### src/rtl/tree_noc_pkg.sv
// Shared definitions for the N-ary fat-tree router: port indexing,
// the per-flit routing decision and the grant-index width.
package tree_noc_pkg;

  typedef struct packed {
    logic       drop;
    logic [7:0] out_idx;
  } route_t;

  // Children occupy ports 0..radix-1, the parent is always the last port.
  function automatic int parent_port(input int radix);
    return radix;
  endfunction

  function automatic int grant_w(input int radix);
    return $clog2(radix + 1);
  endfunction

  // dest is zero-extended, so everything above the child field is the prefix.
  function automatic route_t route(input logic [31:0] dest, input int shift,
                                   input logic [31:0] node_id, input logic is_root,
                                   input int src, input int radix);
    route_t     r;
    logic [7:0] child;
    logic       match;
    int         lr;
    lr        = $clog2(radix);
    child     = 8'((dest >> shift) & ((32'd1 << lr) - 32'd1));
    match     = is_root || ((dest >> (shift + lr)) == node_id);
    r.drop    = (src == parent_port(radix)) && !match;
    r.out_idx = match ? child : 8'(parent_port(radix));
    return r;
  endfunction

endpackage

### src/rtl/tree_router_nary_if.sv
// Bundle of all child/parent flit channels plus status outputs of one router node.
interface tree_router_nary_if
  import tree_noc_pkg::*;
#(
  parameter int WIDTH = 9,
  parameter int RADIX = 2,
  parameter int GW    = grant_w(RADIX)
);
  logic [RADIX-1:0][WIDTH-1:0] ch_in_data;
  logic [RADIX-1:0]            ch_in_valid;
  logic [RADIX-1:0]            ch_in_ready;
  logic [RADIX-1:0][WIDTH-1:0] ch_out_data;
  logic [RADIX-1:0]            ch_out_valid;
  logic [RADIX-1:0]            ch_out_ready;
  logic [WIDTH-1:0]            p_in_data;
  logic                        p_in_valid;
  logic                        p_in_ready;
  logic [WIDTH-1:0]            p_out_data;
  logic                        p_out_valid;
  logic                        p_out_ready;
  logic [RADIX:0][GW-1:0]      out_grant_src;
  logic [7:0]                  err_drop;

  modport slave (
    input  ch_in_data, ch_in_valid, ch_out_ready, p_in_data, p_in_valid, p_out_ready,
    output ch_in_ready, ch_out_data, ch_out_valid, p_in_ready, p_out_data, p_out_valid,
    output out_grant_src, err_drop
  );

  modport master (
    output ch_in_data, ch_in_valid, ch_out_ready, p_in_data, p_in_valid, p_out_ready,
    input  ch_in_ready, ch_out_data, ch_out_valid, p_in_ready, p_out_data, p_out_valid,
    input  out_grant_src, err_drop
  );
endinterface

### src/rtl/flit_fifo.sv
// Small synchronous FIFO with valid/ready on both sides; the head is
// readable combinationally so the router can route it in the same cycle.
module flit_fifo #(
  parameter int WIDTH = 9,
  parameter int DEPTH = 2
) (
  input  logic             clk,
  input  logic             srst,
  input  logic [WIDTH-1:0] in_data,
  input  logic             in_valid,
  output logic             in_ready,
  output logic [WIDTH-1:0] out_data,
  output logic             out_valid,
  input  logic             out_ready
);
  localparam int PW = (DEPTH > 1) ? $clog2(DEPTH) : 1;
  localparam int CW = $clog2(DEPTH + 1);

  logic [WIDTH-1:0] mem_q [DEPTH];
  logic [PW-1:0]    wr_ptr_q, wr_ptr_d, rd_ptr_q, rd_ptr_d;
  logic [CW-1:0]    count_q, count_d;
  logic             push, pop;

  function automatic logic [PW-1:0] bump(input logic [PW-1:0] p);
    return (p == PW'(DEPTH - 1)) ? '0 : p + PW'(1);
  endfunction

  // Ready is held low while reset is applied, so nothing is accepted then.
  assign in_ready  = (count_q != CW'(DEPTH)) && !srst;
  assign out_valid = (count_q != '0);
  assign out_data  = mem_q[rd_ptr_q];
  assign push      = in_valid && in_ready;
  assign pop       = out_valid && out_ready;

  always_comb begin
    wr_ptr_d = wr_ptr_q;
    rd_ptr_d = rd_ptr_q;
    count_d  = count_q + CW'(push) - CW'(pop);
    if (push) wr_ptr_d = bump(wr_ptr_q);
    if (pop)  rd_ptr_d = bump(rd_ptr_q);
  end

  always_ff @(posedge clk) begin
    if (srst) begin
      wr_ptr_q <= '0;
      rd_ptr_q <= '0;
      count_q  <= '0;
    end else begin
      wr_ptr_q <= wr_ptr_d;
      rd_ptr_q <= rd_ptr_d;
      count_q  <= count_d;
    end
  end

  always_ff @(posedge clk) begin
    if (push) mem_q[wr_ptr_q] <= in_data;
  end
endmodule

### src/rtl/tree_router_nary.sv
// One node of an N-ary fat-tree: per-input FIFO + destination decode,
// per-output registered round-robin merge, and a saturating drop counter.
module tree_router_nary
  import tree_noc_pkg::*;
#(
  parameter int WIDTH   = 9,
  parameter int ADDR_W  = 4,
  parameter int RADIX   = 2,
  parameter int SHIFT   = 1,
  parameter int NODE_ID = 0,
  parameter int IS_ROOT = 0,
  parameter int DEPTH   = 2
) (
  input logic               CLK,
  input logic               RESET,
  tree_router_nary_if.slave bus
);
  localparam int NP     = RADIX + 1;
  localparam int PARENT = parent_port(RADIX);
  localparam int GW     = grant_w(RADIX);

  logic [WIDTH-1:0] in_data   [NP];
  logic [NP-1:0]    in_valid, in_ready;
  logic [WIDTH-1:0] head_data [NP];
  logic [NP-1:0]    head_valid, head_pop, drop_v;
  route_t           rt        [NP];
  logic [NP-1:0]    gnt       [NP];
  logic [WIDTH-1:0] out_data  [NP];
  logic [NP-1:0]    out_valid, out_ready;
  logic [7:0]       err_drop_q, err_drop_d;

  for (genvar gi = 0; gi < NP; gi++) begin : g_in
    if (gi < RADIX) begin : g_child
      assign in_data[gi]         = bus.ch_in_data[gi];
      assign in_valid[gi]        = bus.ch_in_valid[gi];
      assign bus.ch_in_ready[gi] = in_ready[gi];
    end else begin : g_parent
      assign in_data[gi]    = bus.p_in_data;
      assign in_valid[gi]   = bus.p_in_valid && (IS_ROOT == 0);
      assign bus.p_in_ready = (IS_ROOT != 0) ? 1'b1 : in_ready[gi];
    end

    flit_fifo #(.WIDTH(WIDTH), .DEPTH(DEPTH)) u_fifo (
      .clk      (CLK),
      .srst     (RESET),
      .in_data  (in_data[gi]),
      .in_valid (in_valid[gi]),
      .in_ready (in_ready[gi]),
      .out_data (head_data[gi]),
      .out_valid(head_valid[gi]),
      .out_ready(head_pop[gi])
    );

    assign rt[gi] = route(32'(head_data[gi][WIDTH-1 -: ADDR_W]), SHIFT, 32'(NODE_ID),
                          IS_ROOT != 0, gi, RADIX);
    assign drop_v[gi] = head_valid[gi] && rt[gi].drop;
  end

  // A head leaves its FIFO either by being dropped or by winning its output.
  always_comb begin
    head_pop = drop_v;
    for (int o = 0; o < NP; o++) head_pop = head_pop | gnt[o];
  end

  for (genvar gi = 0; gi < NP; gi++) begin : g_out
    logic [NP-1:0]    req, win;
    logic [GW-1:0]    rr_ptr_q, rr_ptr_d, src_q, src_d;
    logic [WIDTH-1:0] data_q, data_d;
    logic             valid_q, valid_d;
    int               idx;

    always_comb begin
      req      = '0;
      win      = '0;
      idx      = 0;
      rr_ptr_d = rr_ptr_q;
      src_d    = src_q;
      data_d   = data_q;
      valid_d  = valid_q && !out_ready[gi];
      for (int k = 0; k < NP; k++)
        req[k] = head_valid[k] && !rt[k].drop && (rt[k].out_idx == 8'(gi));
      // Grant only when the register is free or drains this cycle.
      if (!valid_q || out_ready[gi]) begin
        for (int k = 0; k < NP; k++) begin
          idx = int'(rr_ptr_q) + k;
          if (idx >= NP) idx = idx - NP;
          if (win == '0 && req[idx]) win[idx] = 1'b1;
        end
        for (int k = 0; k < NP; k++) begin
          if (win[k]) begin
            data_d   = head_data[k];
            src_d    = GW'(k);
            valid_d  = 1'b1;
            rr_ptr_d = (k == NP - 1) ? '0 : GW'(k + 1);
          end
        end
      end
    end

    always_ff @(posedge CLK) begin
      if (RESET) begin
        rr_ptr_q <= '0;
        src_q    <= '0;
        data_q   <= '0;
        valid_q  <= 1'b0;
      end else begin
        rr_ptr_q <= rr_ptr_d;
        src_q    <= src_d;
        data_q   <= data_d;
        valid_q  <= valid_d;
      end
    end

    assign gnt[gi]               = win;
    assign out_data[gi]          = data_q;
    assign out_valid[gi]         = valid_q;
    assign bus.out_grant_src[gi] = src_q;
  end

  for (genvar gi = 0; gi < RADIX; gi++) begin : g_ch_out
    assign bus.ch_out_data[gi]  = out_data[gi];
    assign bus.ch_out_valid[gi] = out_valid[gi];
    assign out_ready[gi]        = bus.ch_out_ready[gi];
  end
  assign bus.p_out_data    = out_data[PARENT];
  assign bus.p_out_valid   = out_valid[PARENT] && (IS_ROOT == 0);
  assign out_ready[PARENT] = bus.p_out_ready;

  // Only the parent input can drop, so at most one increment per cycle.
  always_comb begin
    err_drop_d = err_drop_q;
    if ((|drop_v) && err_drop_q != 8'hFF) err_drop_d = err_drop_q + 8'd1;
  end

  always_ff @(posedge CLK) begin
    if (RESET) err_drop_q <= '0;
    else       err_drop_q <= err_drop_d;
  end

  assign bus.err_drop = err_drop_q;
endmodule
### src/flat_wrapper.sv
// flat-port wrapper written by rule: the top's interface ports become plain ports
module tree_router_nary_flat import tree_noc_pkg::*;
#(
  parameter int WIDTH   = 9,
  parameter int ADDR_W  = 4,
  parameter int RADIX   = 2,
  parameter int SHIFT   = 1,
  parameter int NODE_ID = 0,
  parameter int IS_ROOT = 0,
  parameter int DEPTH   = 2
)
  (CLK, RESET, bus_ch_in_data, bus_ch_in_valid, bus_ch_out_ready, bus_p_in_data, bus_p_in_valid, bus_p_out_ready, bus_ch_in_ready, bus_ch_out_data, bus_ch_out_valid, bus_p_in_ready, bus_p_out_data, bus_p_out_valid, bus_out_grant_src, bus_err_drop);
  tree_router_nary_if #(.WIDTH(WIDTH), .RADIX(RADIX)) bus_i ();
  input logic CLK;
  input logic RESET;
  input wire logic [$bits(bus_i.ch_in_data)-1:0] bus_ch_in_data;
  input wire logic [$bits(bus_i.ch_in_valid)-1:0] bus_ch_in_valid;
  input wire logic [$bits(bus_i.ch_out_ready)-1:0] bus_ch_out_ready;
  input wire logic [$bits(bus_i.p_in_data)-1:0] bus_p_in_data;
  input wire logic [$bits(bus_i.p_in_valid)-1:0] bus_p_in_valid;
  input wire logic [$bits(bus_i.p_out_ready)-1:0] bus_p_out_ready;
  output wire logic [$bits(bus_i.ch_in_ready)-1:0] bus_ch_in_ready;
  output wire logic [$bits(bus_i.ch_out_data)-1:0] bus_ch_out_data;
  output wire logic [$bits(bus_i.ch_out_valid)-1:0] bus_ch_out_valid;
  output wire logic [$bits(bus_i.p_in_ready)-1:0] bus_p_in_ready;
  output wire logic [$bits(bus_i.p_out_data)-1:0] bus_p_out_data;
  output wire logic [$bits(bus_i.p_out_valid)-1:0] bus_p_out_valid;
  output wire logic [$bits(bus_i.out_grant_src)-1:0] bus_out_grant_src;
  output wire logic [$bits(bus_i.err_drop)-1:0] bus_err_drop;
  assign bus_i.ch_in_data = bus_ch_in_data;
  assign bus_i.ch_in_valid = bus_ch_in_valid;
  assign bus_i.ch_out_ready = bus_ch_out_ready;
  assign bus_i.p_in_data = bus_p_in_data;
  assign bus_i.p_in_valid = bus_p_in_valid;
  assign bus_i.p_out_ready = bus_p_out_ready;
  assign bus_ch_in_ready = bus_i.ch_in_ready;
  assign bus_ch_out_data = bus_i.ch_out_data;
  assign bus_ch_out_valid = bus_i.ch_out_valid;
  assign bus_p_in_ready = bus_i.p_in_ready;
  assign bus_p_out_data = bus_i.p_out_data;
  assign bus_p_out_valid = bus_i.p_out_valid;
  assign bus_out_grant_src = bus_i.out_grant_src;
  assign bus_err_drop = bus_i.err_drop;
  tree_router_nary #(.WIDTH(WIDTH), .ADDR_W(ADDR_W), .RADIX(RADIX), .SHIFT(SHIFT), .NODE_ID(NODE_ID), .IS_ROOT(IS_ROOT), .DEPTH(DEPTH)) u_core (.CLK(CLK), .RESET(RESET), .bus(bus_i));
endmodule
### config.mk
export PLATFORM = sky130hd
export DESIGN_NAME = tree_router_nary_flat
export DESIGN_NICKNAME = d
export VERILOG_FILES = /design/src/rtl/tree_noc_pkg.sv /design/src/rtl/tree_router_nary_if.sv /design/src/rtl/flit_fifo.sv /design/src/rtl/tree_router_nary.sv /design/src/flat_wrapper.sv
export SDC_FILE = /design/constraint.sdc
export NUM_CORES = 1
export LEC_CHECK = 0
export BUFFER_PORTS_ARGS = -buffer_cell sky130_fd_sc_hd__buf_2
export CAP_MARGIN = 20
export CORE_MARGIN = 1.5
export CORE_UTILIZATION = 46
export CTS_BUF_LIST = sky130_fd_sc_hd__clkbuf_8
export DETAILED_ROUTE_END_ITERATION = 7
export PLACE_DENSITY = 0.74
export SLEW_MARGIN = 25
export SYNTH_ARGS = -nofsm -noshare
export SYNTH_HDL_FRONTEND = slang
export SYNTH_SLANG_ARGS = --single-unit
### constraint.sdc
create_clock -name CLK -period 3.81 [get_ports CLK]
set_input_delay 0.762 -clock CLK [delete_from_list [all_inputs] [get_ports CLK]]
set_output_delay 0.762 -clock CLK [all_outputs]
set_load 0.01 [all_outputs]
==> results.sh <==
export IMPL_required_ns=4.12
export IMPL_synth_ff_type="dfxtp_1"
export IMPL_startpoint="u_core.g_in[0].u_fifo.mem_q[0][7]$_DFFE_PP_"
export IMPL_fin_ws_ns=0.210
export IMPL_drc_errors=0
export IMPL_grt_met3_usage_pct=5.42
export IMPL_synth_seq_cells=116
export IMPL_busiest_layer="met2"
export IMPL_antenna_found_initial=0
export IMPL_hp_class="flop to flop"
export IMPL_area_growth_pct=15.1
export IMPL_drt_antenna_violating_nets=0
export IMPL_worst_path_buf_inv=1
export IMPL_rr_startpoint="u_core.g_in[0].u_fifo.mem_q[0][7]$_DFFE_PP_"
export IMPL_synth_edff_count=54
export IMPL_worst_slew_pin_slew_ns=0.910
export IMPL_criticalPathCategory="flop to flop"
export IMPL_core_area_um2=13300
export IMPL_die_h_um=120
export IMPL_fin_crit_sh_pct=94.5
export IMPL_synthCells=600
export IMPL_instances_no_fill=868
export IMPL_setup_violations=0
export IMPL_period_needed_ns=3.60
export IMPL_crit_path_max_incr_delay_ns=0.52
export IMPL_routed_via_density=5.61
export IMPL_hold_violations=0
export IMPL_drive_above_1_share_pct=28.3
export IMPL_post_dp_hpwl_um=11500
export IMPL_track_usage_pct=21.8
export IMPL_dr_pass1_iters=5
export IMPL_cts_hold_buf=0
export IMPL_dp_slack_ns=0.159
export IMPL_routed_wl_um=15200
export IMPL_grtUsageMet1_pct=26.5
export IMPL_gp_congestion=0.889
export IMPL_fillers=1190
export IMPL_crit_path_start_kind="flop"
export IMPL_syn_avg_cell_area_um2=10.5
export IMPL_yosys_warnings=0
export IMPL_final_cell_area_um2=7250
export IMPL_power_leakage_nw=2.87
export IMPL_drv_slew=0
export IMPL_port_buffers=81
export IMPL_path_cells="or3_1 > a211oi_2 > nand4_1 > o311a_1 > a211oi_2 > o21ai_0 > a21oi_2 > ha_1 > inv_1 > ha_1 > xor2_1 > xnor2_1 > nor2_1"
export IMPL_cp_top_family="compound AO/OA/AOI/OAI gates"
export IMPL_cp_arrival_ns=3.91
export IMPL_grt_max_degree=47
export IMPL_antenna_cells=0
export IMPL_ioPinCount=82
export IMPL_die_w_um=120
export IMPL_holdWs_ns=0.481
export IMPL_ir_worst_vdd_mv=0.340
export IMPL_p_per_area_nw_per_um2=711
export IMPL_outcome="finished, final reports clean"
export IMPL_final_nets=734
export IMPL_wl_per_cell_um=17.6
export IMPL_tns_ns=0
export IMPL_placed_cell_area_um2=6830
export IMPL_cts_tree="done"
export IMPL_max_cap_viol_count=0
export IMPL_seq_area_frac_synth_pct=45.5
export IMPL_post_cts_setup_buffers=0
export IMPL_synth_cell_types=77
export IMPL_start_util_pct=47.4
export IMPL_grtUsageMet2_pct=38.2
export IMPL_rsz0062_at_grt="false"
export IMPL_dieArea_um2=14400
export IMPL_hp_start="u_core.g_out[1].src_q[1]$_SDFFE_PP0P_"
export IMPL_fmax_mhz=278
export IMPL_async_flop_share_pct=0
export IMPL_dp_cells=837
export IMPL_grt_pass1_wl_um=24100
export IMPL_regArea_um2=2860
export IMPL_num_vias=4872
export IMPL_htree_num_levels=4
export IMPL_clk_pin_slew_ns=0.07
export IMPL_clkLatencyLatePin_ns=0.44
export IMPL_rows=42
export IMPL_multi_input_area_um2=3140
export IMPL_cp_max_fo=6
export IMPL_drt_iter0_drc=325
export IMPL_crit_path_top_delay_cell="or3_1"
export IMPL_critPathCaptureType="flop"
export IMPL_grt_overflow_total=0
export IMPL_synth_nets=654
export IMPL_skew_ns=0.0120
export IMPL_cts_made_buffers=17
export IMPL_grt_pass1_vias=4771
export IMPL_cts_sinks=116
export IMPL_cts_root_buf="clkbuf_8"
export IMPL_slew_headroom_pct=39.3
export IMPL_cts_buffer_depth=2
export IMPL_synthesis_area_um2=6300
-- tightest hold or removal path, cell delays in order, from the launching register on --
cell      delay, ns
dfxtp_1        0.31
nand2b_1       0.07
a21oi_1        0.06
-- state kept, by name, indices dropped and copies added, names as in the netlist, named ones only --
name                         cells
u_core.g_in.u_fifo.wr_ptr_q      3
u_core.g_in.u_fifo.count_q       6
u_core.bus.p_out_data            9
u_core.g_out.data_q             18
u_core.g_out.src_q               6
u_core.g_in.u_fifo.mem_q        54
u_core.g_in.u_fifo.rd_ptr_q      3
u_core.bus.err_drop              8
u_core.g_out.rr_ptr_q            3
u_core.bus.p_out_valid           1
u_core.g_out.valid_q             2
-- repair_timing --
action                                  4_1_cts  5_1_grt
gates resized for setup                       0        2
endpoints found under the setup margin        0        1
hold endpoints to repair                      0        0
-- through the flow --
| stage | power (mW) | util [%] |
|---|---|---|
| after floorplan | 3.39 | - |
| after global placement | 3.89 | 51.4 |
| after detailed placement | 3.96 | 51.4 |
| after CTS | 5.16 | 54.5 |
| after global routing | 5.47 | 54.5 |
| final | 5.16 | 54.5 |
-- worst paths after layout --
check | end | slack (ns) | cells past startpoint
worst max-delay path | u_core.g_in[1].u_fifo.count_q[1]$_SDFF_PP0_ | 0.21 | 13
worst min-delay path | u_core.g_out[1].src_q[1]$_SDFFE_PP0P_ | 0.48 | 2
worst max register to register | u_core.g_in[1].u_fifo.count_q[1]$_SDFF_PP0_ | 0.21 | 13
worst min register to register | u_core.g_out[1].src_q[1]$_SDFFE_PP0P_ | 0.48 | 2
-- per-layer routing --
metal | vias to the layer above | wire length [µm]
li1 | 2371 | -
met1 | 2354 | 6350
met2 | 133 | 7880
met3 | 14 | 815
met4 | 0 | 196
met5 | - | 0
-- kinds of logic after synthesis --
kind of cell / Yosys count / share of synthesized area (%)
simple gates: 181 / 13.6
flops: 116 / 45.5
compound gates: 143 / 18.7
fa+ha+maj: 19 / 3.78
buf+inv: 60 / 4.77
xor+xnor: 17 / 2.36
mux: 64 / 11.3
-- power breakdown --
group / leakage [nW] / total, mW / internal (mW) / switching [mW]
logic: 1.66 / 2.24 / 0.936 / 1.31
registers: 1.00 / 1.72 / 1.55 / 0.166
clock network: 0.210 / 1.20 / 0.713 / 0.482
total: 2.87 / 5.16 / 3.20 / 1.95
-- cell usage after synthesis (4+ instances only) --
master	instances	share of area (%)
inv_1	26	1.6
clkbuf_1	10	0.60
ha_1	19	3.8
buf_2	6	0.48
mux2_2	26	4.7
or3_1	5	0.50
a211oi_1	6	0.72
dfxtp_1	62	20
nand2b_1	8	0.79
nand3_1	14	1.1
o22ai_1	4	0.40
xnor2_1	7	0.97
nand2_1	33	2.0
edfxtp_1	54	26
a211oi_2	21	4.2
nor2b_1	10	0.99
buf_1	4	0.24
nor3_1	9	0.72
mux2_1	4	0.72
buf_4	10	1.2
buf_6	4	0.72
a32oi_1	4	0.56
mux2_4	4	0.95
nor2_1	76	4.5
o21ai_0	26	2.1
o2111ai_1	4	0.56
nand4_1	5	0.50
mux2i_1	28	4.5
xor2_1	10	1.4
a21oi_1	29	2.3
-- cells in the final DEF, fill, tap and decap left out, types with 6 or more instances in the layout --
| cell | instances |
|---|---|
| a211oi_1 | 6 |
| buf_4 | 14 |
| nor3_1 | 9 |
| mux2i_1 | 28 |
| inv_1 | 28 |
| a211oi_2 | 21 |
| clkbuf_8 | 18 |
| edfxtp_1 | 54 |
| mux2_2 | 26 |
| a21oi_1 | 29 |
| nand2_1 | 33 |
| o21ai_0 | 26 |
| buf_2 | 81 |
| nor2_1 | 76 |
| nand2b_1 | 7 |
| ha_1 | 19 |
| nand3_1 | 14 |
| xnor2_1 | 7 |
| dfxtp_1 | 62 |
| nor2b_1 | 10 |
| xor2_1 | 10 |
-- cell type report --
cell class,count,share of cell area (%)
repair buffers,95,7.04
multi-input cells,424,43.3
flip-flops and latches,116,39.5
inverters,26,1.35
clock buffers,18,3.42
clock inverters,13,2.31
well taps,176,3.04
Power figures use the tool's default switching activity.
